## src/rtl/reg_writeback.sv

```systemverilog
// Writeback arbiter: merges the single-cycle port A stream with a FIFO-buffered port B
// stream onto the register-file write port. Optional B bypass: REG_WB_BYPASS_EN.
module reg_writeback #(
   parameter int DataWidth    = 32,
   parameter int AddrRegWidth = 5,
   parameter int Depth        = 4
) (
   input  logic                       brq_clk,
   input  logic                       brq_rst_n,
   input  logic                       a_valid,
   input  logic [AddrRegWidth-1:0]    a_rd,
   input  logic [DataWidth-1:0]       a_data,
   input  logic                       b_valid,
   output logic                       b_ready,
   input  logic [AddrRegWidth-1:0]    b_rd,
   input  logic [DataWidth-1:0]       b_data,
   input  logic [AddrRegWidth-1:0]    source1,
   input  logic [AddrRegWidth-1:0]    source2,
   output logic                       pending1,
   output logic                       pending2,
   output logic                       writeEn,
   output logic [AddrRegWidth-1:0]    writeDataSel,
   output logic [DataWidth-1:0]       writeData,
   output logic [$clog2(Depth+1)-1:0] fifo_count
);

   localparam int PW = $clog2(Depth);
   localparam int CW = $clog2(Depth+1);
   localparam logic [CW-1:0] DEPTH_C = CW'(Depth);

   typedef struct packed {
      logic                    vld;
      logic [AddrRegWidth-1:0] rd;
      logic [DataWidth-1:0]    data;
   } ent_t;

   ent_t                    ent_q [Depth];
   ent_t                    ent_d [Depth];
   logic [PW-1:0]           wr_ptr_q, wr_ptr_d;
   logic [PW-1:0]           rd_ptr_q, rd_ptr_d;
   logic [CW-1:0]           count_q, count_d;
   logic                    we_q, we_d;
   logic [AddrRegWidth-1:0] sel_q, sel_d;
   logic [DataWidth-1:0]    wdata_q, wdata_d;

   logic a_wr, b_fire, b_nz, pop, push, bypass;
   logic hit1, hit2;

   assign a_wr    = a_valid && (a_rd != '0);
   // a full FIFO never grants ready, even when it pops this cycle
   assign b_ready = brq_rst_n && (count_q < DEPTH_C);
   assign b_fire  = b_valid && b_ready;
   assign b_nz    = b_fire && (b_rd != '0);
   assign pop     = !a_wr && (count_q != '0);

`ifdef REG_WB_BYPASS_EN
   assign bypass  = !a_wr && (count_q == '0) && b_nz;
`else
   assign bypass  = 1'b0;
`endif

   assign push    = b_nz && !bypass;

   always_comb begin
      ent_d    = ent_q;
      wr_ptr_d = wr_ptr_q;
      rd_ptr_d = rd_ptr_q;
      count_d  = count_q;
      if (push) begin
         ent_d[wr_ptr_q] = '{vld: 1'b1, rd: b_rd, data: b_data};
         wr_ptr_d        = wr_ptr_q + PW'(1);
      end
      if (pop) begin
         ent_d[rd_ptr_q].vld = 1'b0;
         rd_ptr_d            = rd_ptr_q + PW'(1);
      end
      case ({push, pop})
         2'b10:   count_d = count_q + CW'(1);
         2'b01:   count_d = count_q - CW'(1);
         default: count_d = count_q;
      endcase
   end

   always_comb begin
      we_d    = 1'b0;
      sel_d   = sel_q;
      wdata_d = wdata_q;
      if (a_wr) begin
         we_d    = 1'b1;
         sel_d   = a_rd;
         wdata_d = a_data;
      end else if (pop) begin
         we_d    = 1'b1;
         sel_d   = ent_q[rd_ptr_q].rd;
         wdata_d = ent_q[rd_ptr_q].data;
      end else if (bypass) begin
         we_d    = 1'b1;
         sel_d   = b_rd;
         wdata_d = b_data;
      end
   end

   always_ff @(posedge brq_clk) begin
      if (!brq_rst_n) begin
         for (int i = 0; i < Depth; i++) ent_q[i] <= '0;
         wr_ptr_q <= '0;
         rd_ptr_q <= '0;
         count_q  <= '0;
         we_q     <= 1'b0;
         sel_q    <= '0;
         wdata_q  <= '0;
      end else begin
         for (int i = 0; i < Depth; i++) ent_q[i] <= ent_d[i];
         wr_ptr_q <= wr_ptr_d;
         rd_ptr_q <= rd_ptr_d;
         count_q  <= count_d;
         we_q     <= we_d;
         sel_q    <= sel_d;
         wdata_q  <= wdata_d;
      end
   end

   // Pending covers queued entries plus the result sitting in the output stage
   always_comb begin
      hit1 = we_q && (sel_q == source1);
      hit2 = we_q && (sel_q == source2);
      for (int i = 0; i < Depth; i++) begin
         hit1 = hit1 | (ent_q[i].vld && (ent_q[i].rd == source1));
         hit2 = hit2 | (ent_q[i].vld && (ent_q[i].rd == source2));
      end
   end

   assign pending1     = brq_rst_n && (source1 != '0) && hit1;
   assign pending2     = brq_rst_n && (source2 != '0) && hit2;
   assign writeEn      = we_q;
   assign writeDataSel = sel_q;
   assign writeData    = wdata_q;
   assign fifo_count   = count_q;

endmodule

```

## config.mk

```make
export PLATFORM = sky130hd
export DESIGN_NAME = reg_writeback
export DESIGN_NICKNAME = d
export VERILOG_FILES = /design/src/rtl/reg_writeback.sv
export SDC_FILE = /design/constraint.sdc
export NUM_CORES = 1
export LEC_CHECK = 0
export ABC_AREA = 0
export BUFFER_PORTS_ARGS = -buffer_cell sky130_fd_sc_hd__buf_2
export CAP_MARGIN = 20
export CELL_PAD_IN_SITES_DETAIL_PLACEMENT = 1
export CELL_PAD_IN_SITES_GLOBAL_PLACEMENT = 1
export CORE_MARGIN = 3
export CORE_UTILIZATION = 44
export CTS_CLUSTER_SIZE = 10
export DETAILED_ROUTE_END_ITERATION = 8
export PLACE_DENSITY = 0.92
export SLEW_MARGIN = 20
export SYNTH_ARGS = -nofsm -noshare
export SYNTH_HDL_FRONTEND = slang
export SYNTH_SLANG_ARGS = --single-unit
```

## constraint.sdc

```tcl
create_clock -name brq_clk -period 2.9 [get_ports brq_clk]
set_clock_uncertainty 0.2 [all_clocks]
set_input_delay 0.29 -clock brq_clk [delete_from_list [all_inputs] [get_ports brq_clk]]
set_output_delay 0.29 -clock brq_clk [all_outputs]
set_load 0.005 [all_outputs]
```

Yosys cells after proc, flatten, opt, wreduce, memory -nomap -nowiden --
Cells that the tools add are included.
Storage, ports and cells: register bits 197, output and inout bits 44, logic and storage cells 96
Cells by class: add/subtract/negate cells 4, $lt $le $gt $ge 5, equal/unequal tests 12, muxes and demuxes 18, bitwise logic cells 10, reduce and logical (&&, ||, !) cells 29
Operators by type and width (count):
- 152-bit bitwise mux | 2
- 152-bit 2-to-1 mux | 2
- 38-bit demux with 2-bit select | 2
- 38-bit binary-select mux with 2-bit select | 1
- 38-bit 2-to-1 mux | 2
- 37-bit 2-to-1 mux | 2
- 32-bit 2-to-1 mux | 2
- 5-bit equality test | 10
- 1-bit logical AND | 21
- 5-bit nonzero test | 4
- 5-bit 2-to-1 mux | 2
- 1-bit OR | 8
- 3-bit greater-or-equal comparator (second input constant) | 2
- 3-bit by 1-bit < comparator with 1-bit output (second input constant) | 2
- 2-bit NOT with 3-bit output | 2
- 3-bit one-hot mux with 2 select lines | 1
- 2-bit by 1-bit adder with 2-bit output (second input constant) | 2
- 2-bit nonzero test | 2
- 3-bit by 1-bit adder with 3-bit output (second input constant) | 1
- 3-bit < comparator (second input constant) | 1
- 3-bit nonzero test | 1
- 3-bit by 1-bit subtractor with 3-bit output (second input constant) | 1
- 2-bit by 1-bit equality test with 1-bit output (second input constant) | 1
- 2-bit equality test (second input constant) | 1
- other kinds (2) | 3

Depth between registers and ports, before layout --
Gate-level depths: netlist of run 1.
word-level depth 9, mapped depth 10

Worst setup path after synthesis of run 1 --
No wires, ideal clock.
kind input to register, from input a_rd[1], to register count_q[2] (netlist: fifo_count[2]), library setup time 76 ps, arrival 2431 ps, data required time 2624 ps, slack 193 ps, stages on the path 10, path buffers 1, path through or4_1 -> o21ai_0 -> nor2b_1 -> buf_2 -> ha_1 -> inv_1 -> fa_1 -> xor2_1 -> or3_1 -> a21boi_0
Between the ends: cells in the longest elaborated chain, start to end 6, elaborated cells between the ends (all ways) 8, classes of those cells eq/ne: 2; mux: 1; reduce/logical: 5
RTL lines:
- start: declaration | line 11 | input logic [AddrRegWidth-1:0] a_rd,
- 5-bit nonzero test (*) | line 49 | assign a_wr = a_valid && (a_rd != '0);
- 1-bit logical AND (*) | line 49
- 1-bit zero test (*) | line 54 | assign pop = !a_wr && (count_q != '0);
- 1-bit logical AND (*) | line 54
- 2-bit by 1-bit equality test with 1-bit output / 2-bit equality test (equally long branches) | line 77 | case ({push, pop})
- 3-bit one-hot mux with 2 select lines / 2-bit nonzero test (equally long branches)
- end signal: assignment | line 116 | count_q <= count_d;
- end: declaration | line 41 | logic [CW-1:0] count_q, count_d;
Every way passes the cells marked *; elsewhere a longest branch is shown, timed or not. A chain may end at the register's enable or synchronous reset.

Worst setup path after layout of run 1 --
from input b_rd[2], to register count_q[2] (netlist: fifo_count[2])
Between the ends: cells in the longest elaborated chain, start to end 4, elaborated cells between the ends (all ways) 6, classes of those cells eq/ne: 2; mux: 1; reduce/logical: 3
RTL lines:
- start: declaration | line 15 | input logic [AddrRegWidth-1:0] b_rd,
- 5-bit nonzero test (*) | line 53 | assign b_nz = b_fire && (b_rd != '0);
- 1-bit logical AND (*) | line 53
- 2-bit by 1-bit equality test with 1-bit output / 2-bit equality test (equally long branches) | line 77
- 3-bit one-hot mux with 2 select lines / 2-bit nonzero test (equally long branches)
Marks and branches as above.

==> out/summary.txt, run 1 <==
Starting Density - 0.4544
Overflow after GRT - 0
Max_cap viols - 0
Via-per-instance ratio - 5.661
Mapped Nets - 1105
Sw Share - 0.3218
RSZ-0062 raised after global routing - false
CTS tree - yes
Max stage delay on crit path - 0.53 ns
Slowest stage cell, crit path - dlygate4sd3_1
Crit share post-route - 0.9567
CTS buffer count - 17
Vias in the first global route - 8857
Seq pwr share - 0.417
Cells after DPL - 1336
Fin cells - 1444
DR iter-0 viols - 586
Internal cell power - 4885 µW
Number of diodes - 0
Cell breakdown of the critical path - dlygate4sd3_1, buf_2, or4_1, o211a_1, inv_1, ha_2, inv_1, fa_2, xor2_1, or3_1, a21boi_1
Clk root buf - clkbuf_16
Synthesized cell area - 9341 µm²
Post-route DRC violation count - 0
Post-place setup slack - -0.03620 ns
CORE AREA - 20560 µm²
Most frequent CP cell - inv_1
Most common cell after layout, fill and taps aside - nand2_1
Yosys warnings - 0
Total power - 7202 µW
Fin. max-slew vios - 0
TritonRoute pass-1 iters - 5
Crit-path leading delay family - simple AND/OR/NAND/NOR gates
Final WL - 30350 µm
TNS Setup - 0 ns
Gate power share - 0.265
DR WL/cell - 21.02 µm
Sw power - 2318 µW
Crit path capture type - flip-flop
# rows - 52
Tightest Pin Transition - 0.8169 ns
Max Fclk - 360.4 MHz
Yosys cell types - 34
Synth Area per Inst - 9.277 µm²
Largest net degree at the start of global routing - 200
Die X - 151.7 µm
Initial antenna violation count - 0
First-pass GRT wire length - 47150 µm
Final Hold Fails - 0
H-tree depth - 4
Sink Count - 197
Seq cells post-synth - 197
CP arrival - 2.94 ns
Max transition margin - 0.4554
Setup slack after layout - 0.1256 ns
Most frequent cells in the layout - nand2_1, dfxtp_1, buf_2
Pleak - 0.004761 µW
Min Tclk post-route - 2.774 ns
Post-CTS setup repair buffer count - 0
Placer congestion estimate - 0.9081
Crit Path Max Fanout - 3
HPWL Detailed - 16800 µm
Clk pin slew, worst setup/hold paths - 0.08 ns
Routed vias - 8174
Worst Path Buf+Inv - 4
Crit start category - input pin
Sequential cell area fraction in the yosys report - 0.4222
Clock Power Share - 0.318
Worst Hold Class - input pin to flip-flop
Fillers - 2319
Die height - 151.7 µm
WS Path Type - input pin to flip-flop
Worst skew pair latency - 0.43 ns
Synth Instances - 1007
Endpoints failing setup - 0
Layout cell share with drive strength beyond 1 - 0.1925
GRT Overall Usage - 0.2637
CTS max path bufs - 2
Critical path required time - 3.06 ns
Power per cell area - 632.0 nW/µm²
Die Area - 23010 µm²
Status - complete, no violations
Port bufs - 131
I/O pins - 132
Antenna-violating nets left - 0
P&R area growth vs syn - 21.99%
Final nets - 1259
Peak supply drop - 428.7 µV
-- worst reg2reg max path, delay by kind of cell (launching register included) --
family	cells	cell delay (ns)
AOI/OAI and AO/OA	2	0.50
buffers and inverters	2	0.49
DFF	1	0.36
and+or+nand+nor	3	0.85
-- cells in the mapped netlist, drive strengths merged --
master  count  area, µm²
mux2i      36      360.4
a31oi       6      37.54
dfxtp     197       3944
ha          9      112.6
nand2     336       1291
mux2        2      22.52
nand3       2      10.01
a21boi    150       1126
and2        8      55.06
nor3        1      5.000
a21oi       5      25.02
xnor2      13      113.9
clkbuf     42      157.7
or4         4      30.03
mux4       37      833.3
o21ai       9      45.04
and3        4      25.02
buf        40      252.7
xor2       41      359.1
nor4       10      62.56
nor2b       6      37.54
o211a      36      360.4
or3         1      6.260
inv         8      30.03
fa          1      20.02
nor2        1      3.750
a22oi       2      15.01
-- cell type report --
type,count,area [µm²],area share
Multi-Input combinational cell,720,4981,0.4371
Sequential cell,197,3946,0.3463
Timing Repair Buffer,217,1544,0.1355
Clock buffer,18,439.2,0.03854
Tap cell,270,337.8,0.02964
Clock inverter,14,117.6,0.01032
Inverter,8,30.03,0.002635
-- power groups by stage --
stage	clock (µW)	combinational (µW)	sequential, µW
2_1_floorplan	0	1250	3030
3_5_place_dp	0	1780	3060
6_report	2290	1910	3000
5_1_grt	2440	2050	3020
4_1_cts	2300	1870	3000
3_3_place_gp	0	1710	3050
-- cells by family (layout without fill, tap and decap cells) --
logic type,Yosys count,in the layout,synth area share
AND/OR/NAND/NOR,373,373,0.1634
XOR/XNOR,54,54,0.05063
flip-flops,197,197,0.4222
multiplexers,75,75,0.1302
adder cells (fa/ha/maj),10,10,0.01420
buffers and inverters,90,257,0.04715
AO/OA/AOI/OAI,208,208,0.1722
-- final timing paths --
check	from	endpoint	slack, ns	depth (start not counted)
worst max-delay path	b_rd[2]	fifo_count[2]	0.13	11
worst max register to register	fifo_count[2]	flip-flop	0.39	7
worst min-delay path	a_valid	writeDataSel[4]	0.03	3
worst min register to register	flip-flop	flip-flop	0.26	2
-- routing by layer --
metal  share of wire  track usage  routed length, µm  vias up
li1                -            -                  -     3720
met1            0.41       0.3083              12380     4080
met2            0.51       0.4804              15560      299
met3           0.050      0.04462               1506       75
met4           0.030       0.1020                904        0
met5               0            0                  0        -
-- through the flow --
stage | utilization | cell area (µm²) | hold WS [ns]
after CTS | 0.5540 | 11390 | 0.004432
after floorplan | - | 9341 | 0.2248
after detailed placement | 0.4900 | 10070 | 0.2501
after global placement | 0.4900 | 10070 | 0.2369
after global routing | 0.5543 | 11400 | 0.04784
final | 0.5543 | 11400 | 0.03419
-- repair_timing --
item                       CTS  global route
resized for setup            0             3
hold endpoints to repair   179             0
hold buffers                76             0
setup endpoints to repair    0             1
Power figures use the tool's default switching activity.
==> inputs of run 2 (changes only) <==
==> constraint.sdc (replaced) <==
create_clock -name brq_clk -period 2.9 [get_ports brq_clk]
set_clock_uncertainty 0.2 [all_clocks]
set_input_delay 0.725 -clock brq_clk [delete_from_list [all_inputs] [get_ports brq_clk]]
set_output_delay 0.725 -clock brq_clk [all_outputs]
set_load 0.005 [all_outputs]
==> out/summary.txt, run 2 (same netlist as run 1, synthesis figures left out) <==
Status - complete, no violations
Hold path depth - 2
Fin cells - 1393
GRT Overall Usage - 0.2452
FF-to-FF Start - fifo_count[2]
Initial antenna violation count - 2
Seq pwr share - 0.420
CORE AREA - 20560 µm²
H-tree depth - 4
RSZ-0062 raised after global routing - true
Antenna-violating nets left - 0
Sw power - 2326 µW
Pleak - 0.004634 µW
Crit Path Max Fanout - 6
Worst Hold Class - flip-flop to flip-flop
Clk root buf - clkbuf_16
Gate power share - 0.259
Max_cap viols - 0
Max transition margin - 0.4582
Port bufs - 131
Fin. max-slew vios - 0
TritonRoute pass-1 iters - 4
Sw Share - 0.3222
Most common cell after layout, fill and taps aside - nand2_1
CTS tree - yes
Die height - 151.7 µm
Crit share post-route - 0.9948
Final WL - 27940 µm
Final nets - 1207
Max Fclk - 346.6 MHz
P&R area growth vs syn - 17.55%
CP arrival - 1.96 ns
Max stage delay on crit path - 0.26 ns
Peak supply drop - 448.7 µV
Starting Density - 0.4544
Clock Power Share - 0.321
Routed vias - 7823
CTS max path bufs - 2
Sink Count - 197
CP Launch Point - source1[3]
Cell breakdown of the critical path - buf_4, xor2_1, nor4_1, and3_1, a31oi_1, a31oi_1, buf_2
Final Hold Fails - 0
I/O pins - 132
Endpoints failing setup - 0
Placer congestion estimate - 0.8771
Internal cell power - 4894 µW
WS Path Type - input pin to output pin
Power per cell area - 657.5 nW/µm²
# rows - 52
DR iter-0 viols - 407
Overflow after GRT - 0
Crit start category - input pin
Worst skew pair latency - 0.45 ns
CTS buffer count - 17
Tightest Pin Transition - 0.8128 ns
R2R cell count - 5
Post-route DRC violation count - 0
Most frequent cells in the layout - nand2_1, dfxtp_1, buf_2
Layout cell share with drive strength beyond 1 - 0.2264
Worst Hold Slack - 0.2559 ns
DR WL/cell - 20.06 µm
Cells after DPL - 1360
HPWL Detailed - 18210 µm
Via-per-instance ratio - 5.616
Critical path required time - 1.98 ns
Vias in the first global route - 8443
Hold-fix buffers, CTS - 0
Min Tclk post-route - 2.885 ns
Slowest stage cell, crit path - nor4_1
Most frequent CP cell - a31oi_1
Die Area - 23010 µm²
First-pass GRT wire length - 44190 µm
Crit path capture type - output pin
Largest net degree at the start of global routing - 171
Die X - 151.7 µm
Clk pin slew, worst setup/hold paths - 0.07 ns
==> run 2: cell types whose count changed in the layout (fill, tap and decap cells not counted), sizes merged <==
cell         before  now
buf             141  165
clkinvlp          4    1
inv              15   19
clkbuf           18   17
dlygate4sd3      76    0
diode             0    1
==> run 2: what timing repair did <==
item / 4_1_cts / 5_1_grt
pin swaps: 1 / 6
buffers inserted: 0 / 0
setup endpoints to repair: 1 / 3
hold endpoints to repair: 0 / 0
gates resized for setup: 0 / 10
==> run 2: area by class of cell <==
class | count | area [µm²]
Fill cell | 2365 | 9579
Timing Repair Buffer | 165 | 1111
Clock buffer | 17 | 425.4
Antenna cell | 1 | 2.502
Clock inverter | 15 | 132.6
Tap cell | 270 | 337.8
Inverter | 8 | 30.03
Multi-Input combinational cell | 720 | 4994
Sequential cell | 197 | 3948
==> run 2: worst max-delay path, delay by kind of cell <==
family | cells | cell delay, ns
compound gates | 2 | 0.32
xor+xnor | 1 | 0.15
buf+inv | 2 | 0.31
simple gates | 2 | 0.46
==> run 2: stage by stage <==
step / instance area [µm²] / TNS, ns / total power, µW / setup WS [ns] / utilization
3_5_place_dp: 10410 / -0.6291 / 4946 / -0.3706 / 0.5061
6_report: 10980 / 0 / 7220 / 0.01504 / 0.5341
2_1_floorplan: 9359 / -0.1095 / 4299 / -0.1095 / -
4_1_cts: 10960 / 0 / 7245 / 0.002933 / 0.5333
3_3_place_gp: 10410 / -0.4857 / 4873 / -0.3199 / 0.5061
5_1_grt: 10980 / -0.01035 / 7538 / -0.007092 / 0.5341
==> run 2: power groups by stage <==
stage	logic, µW	registers (µW)	clock network, µW
after detailed placement	1850	3100	0
after CTS	1870	3030	2340
final	1870	3030	2320
after global routing	2010	3060	2480
after global placement	1790	3080	0
after floorplan	1270	3030	0
==> run 2: worst paths after layout <==
path | to | slack (ns)
min | flip-flop | 0.26
max | pending1 | 0.02
min reg2reg | flip-flop | 0.26
max reg2reg | writeDataSel[2] | 0.60
==> run 2: layer usage <==
metal | global-route usage | wire length (µm) | part of all wire | up-vias
met5 | 0 | 13 | 0.00047 | -
met4 | 0.08895 | 580 | 0.021 | 2
met3 | 0.04253 | 1381 | 0.049 | 52
met2 | 0.4289 | 14060 | 0.50 | 220
met1 | 0.3034 | 11910 | 0.43 | 3934
li1 | - | - | - | 3615
==> inputs of run 3 (changes only) <==
Settings changed: CTS_CLUSTER_SIZE 10 to not set, SETUP_SLACK_MARGIN set to 0.1.
==> out/summary.txt, run 3 (same netlist as run 1, synthesis figures left out) <==
Status - complete, but fails checks
Failing checks - setup timing
Fin. max-slew vios - 0
Overflow after GRT - 0
CTS tree - yes
Worst Hold Class - flip-flop to flip-flop
Crit start category - input pin
First-pass GRT wire length - 45890 µm
Final nets - 1209
Port bufs - 131
Max transition margin - 0.4592
TritonRoute pass-1 iters - 5
Fillers - 2330
Layout cell share with drive strength beyond 1 - 0.2393
Via-per-instance ratio - 5.708
Worst skew pair latency - 0.44 ns
Min Tclk post-route - 2.979 ns
Tightest Pin Transition - 0.8112 ns
Critical path required time - 1.98 ns
CTS buffer count - 17
Most frequent CP cell - buf_2
RSZ-0062 raised after global routing - true
Area of the multi-input gates - 5044 µm²
Peak supply drop - 494.3 µV
Most frequent cells in the layout - nand2_1, dfxtp_1, buf_2
# rows - 52
Clk root buf - clkbuf_16
Clk pin slew, worst setup/hold paths - 0.06 ns
Power per cell area - 657.5 nW/µm²
Most common cell after layout, fill and taps aside - nand2_1
Hold-fix buffers, CTS - 0
CTS max path bufs - 2
Die X - 151.7 µm
HPWL Detailed - 18950 µm
Vias in the first global route - 8450
Cell breakdown of the critical path - buf_2, xor2_1, nor4_1, nand3_1, a31oi_1, buf_2
Max stage delay on crit path - 0.45 ns
CP arrival - 2.05 ns
DR WL/cell - 21.43 µm
Crit-path leading delay family - simple AND/OR/NAND/NOR gates
Setup slack after layout - -0.07880 ns
TNS Setup - -0.07880 ns
Largest net degree at the start of global routing - 76
Crit Path Max Fanout - 6
Post-route DRC violation count - 0
H-tree depth - 4
Final WL - 29920 µm
Starting Density - 0.4544
Die height - 151.7 µm
Slowest stage cell, crit path - nor4_1
Register area - 3960 µm²
Max Fclk - 335.7 MHz
Final Hold Fails - 0
Endpoints failing setup - 1
P&R area growth vs syn - 18.95%
Antenna-violating nets left - 0
Placer congestion estimate - 0.9133
Max_cap viols - 0
Sink Count - 197
Die Area - 23010 µm²
Routed vias - 7968
Worst Path Buf+Inv - 2
Post-place setup slack - -0.4303 ns
Crit path capture type - output pin
Crit share post-route - 1.027
GRT Overall Usage - 0.2582
Initial antenna violation count - 4
CORE AREA - 20560 µm²
Total power - 7306 µW
WS Path Type - input pin to output pin
Pleak - 0.004673 µW
I/O pins - 132
DR iter-0 viols - 432
[run 3: cell types whose count changed in the layout (fill, tap and decap cells not counted), sizes merged]
cell,before,now
inv,19,15
buf,165,167
clkinv,3,5
bufinv,0,1
clkinvlp,1,2
diode,1,2
[run 3: final timing paths]
path                             endpoint     startpoint  cells past startpoint  slack (ns)
worst max-delay path             pending1     source1[2]                      6       -0.08
worst min register to register  flip-flop      flip-flop                      2        0.25
worst max register to register  flip-flop  fifo_count[2]                      6        0.57
worst min-delay path            flip-flop      flip-flop                      2        0.25
[run 3: what timing repair did]
item	CTS	global route
resized for setup	13	26
pin swaps	6	12
buffers inserted	0	5
endpoints found under the setup margin	3	3
[run 3: layout make-up]
cell class / count / share of cell area
clock inverter: 15 / 0.01475
multi-input combinational: 720 / 0.4539
inverter: 8 / 0.002702
clock buffer: 17 / 0.03828
tap: 270 / 0.03040
timing repair buffer: 167 / 0.1031
sequential: 197 / 0.3564
antenna: 2 / 0.0004504
[run 3: where the power goes]
| part | internal (µW) | switching, µW |
|---|---|---|
| clock network | 1220 | 1170 |
| registers | 2870 | 156 |
| logic | 875 | 1020 |
| total | 4970 | 2340 |
[run 3: through the flow]
step | cells | hold WS [ns] | util | instance area, µm²
after detailed placement | 1357 | 0.2450 | 0.5038 | 10360
after global placement | 1357 | 0.2369 | 0.5038 | 10360
after floorplan | 1007 | 0.2319 | - | 9359
final | 1396 | 0.2527 | 0.5405 | 11110
after CTS | 1389 | 0.2536 | 0.5344 | 10990
after global routing | 1396 | 0.2791 | 0.5405 | 11110
[run 3: per-layer routing]
layer,vias to the layer above,share of wire,wire length [µm],track usage
met5,-,0.00090,27,0
met4,4,0.033,999,0.1002
met3,74,0.054,1629,0.04997
met2,251,0.51,15160,0.4558
met1,4020,0.40,12100,0.3102
li1,3619,-,-,-
[run 3: worst register-to-register path: stages, from the launching register on]
cell and delay (ns):
dfxtp_1 0.36, nor2b_1 0.18, o211a_1 0.22, buf_4 0.25, and2_4 0.57, nand2_1 0.15, a21boi_1 0.28
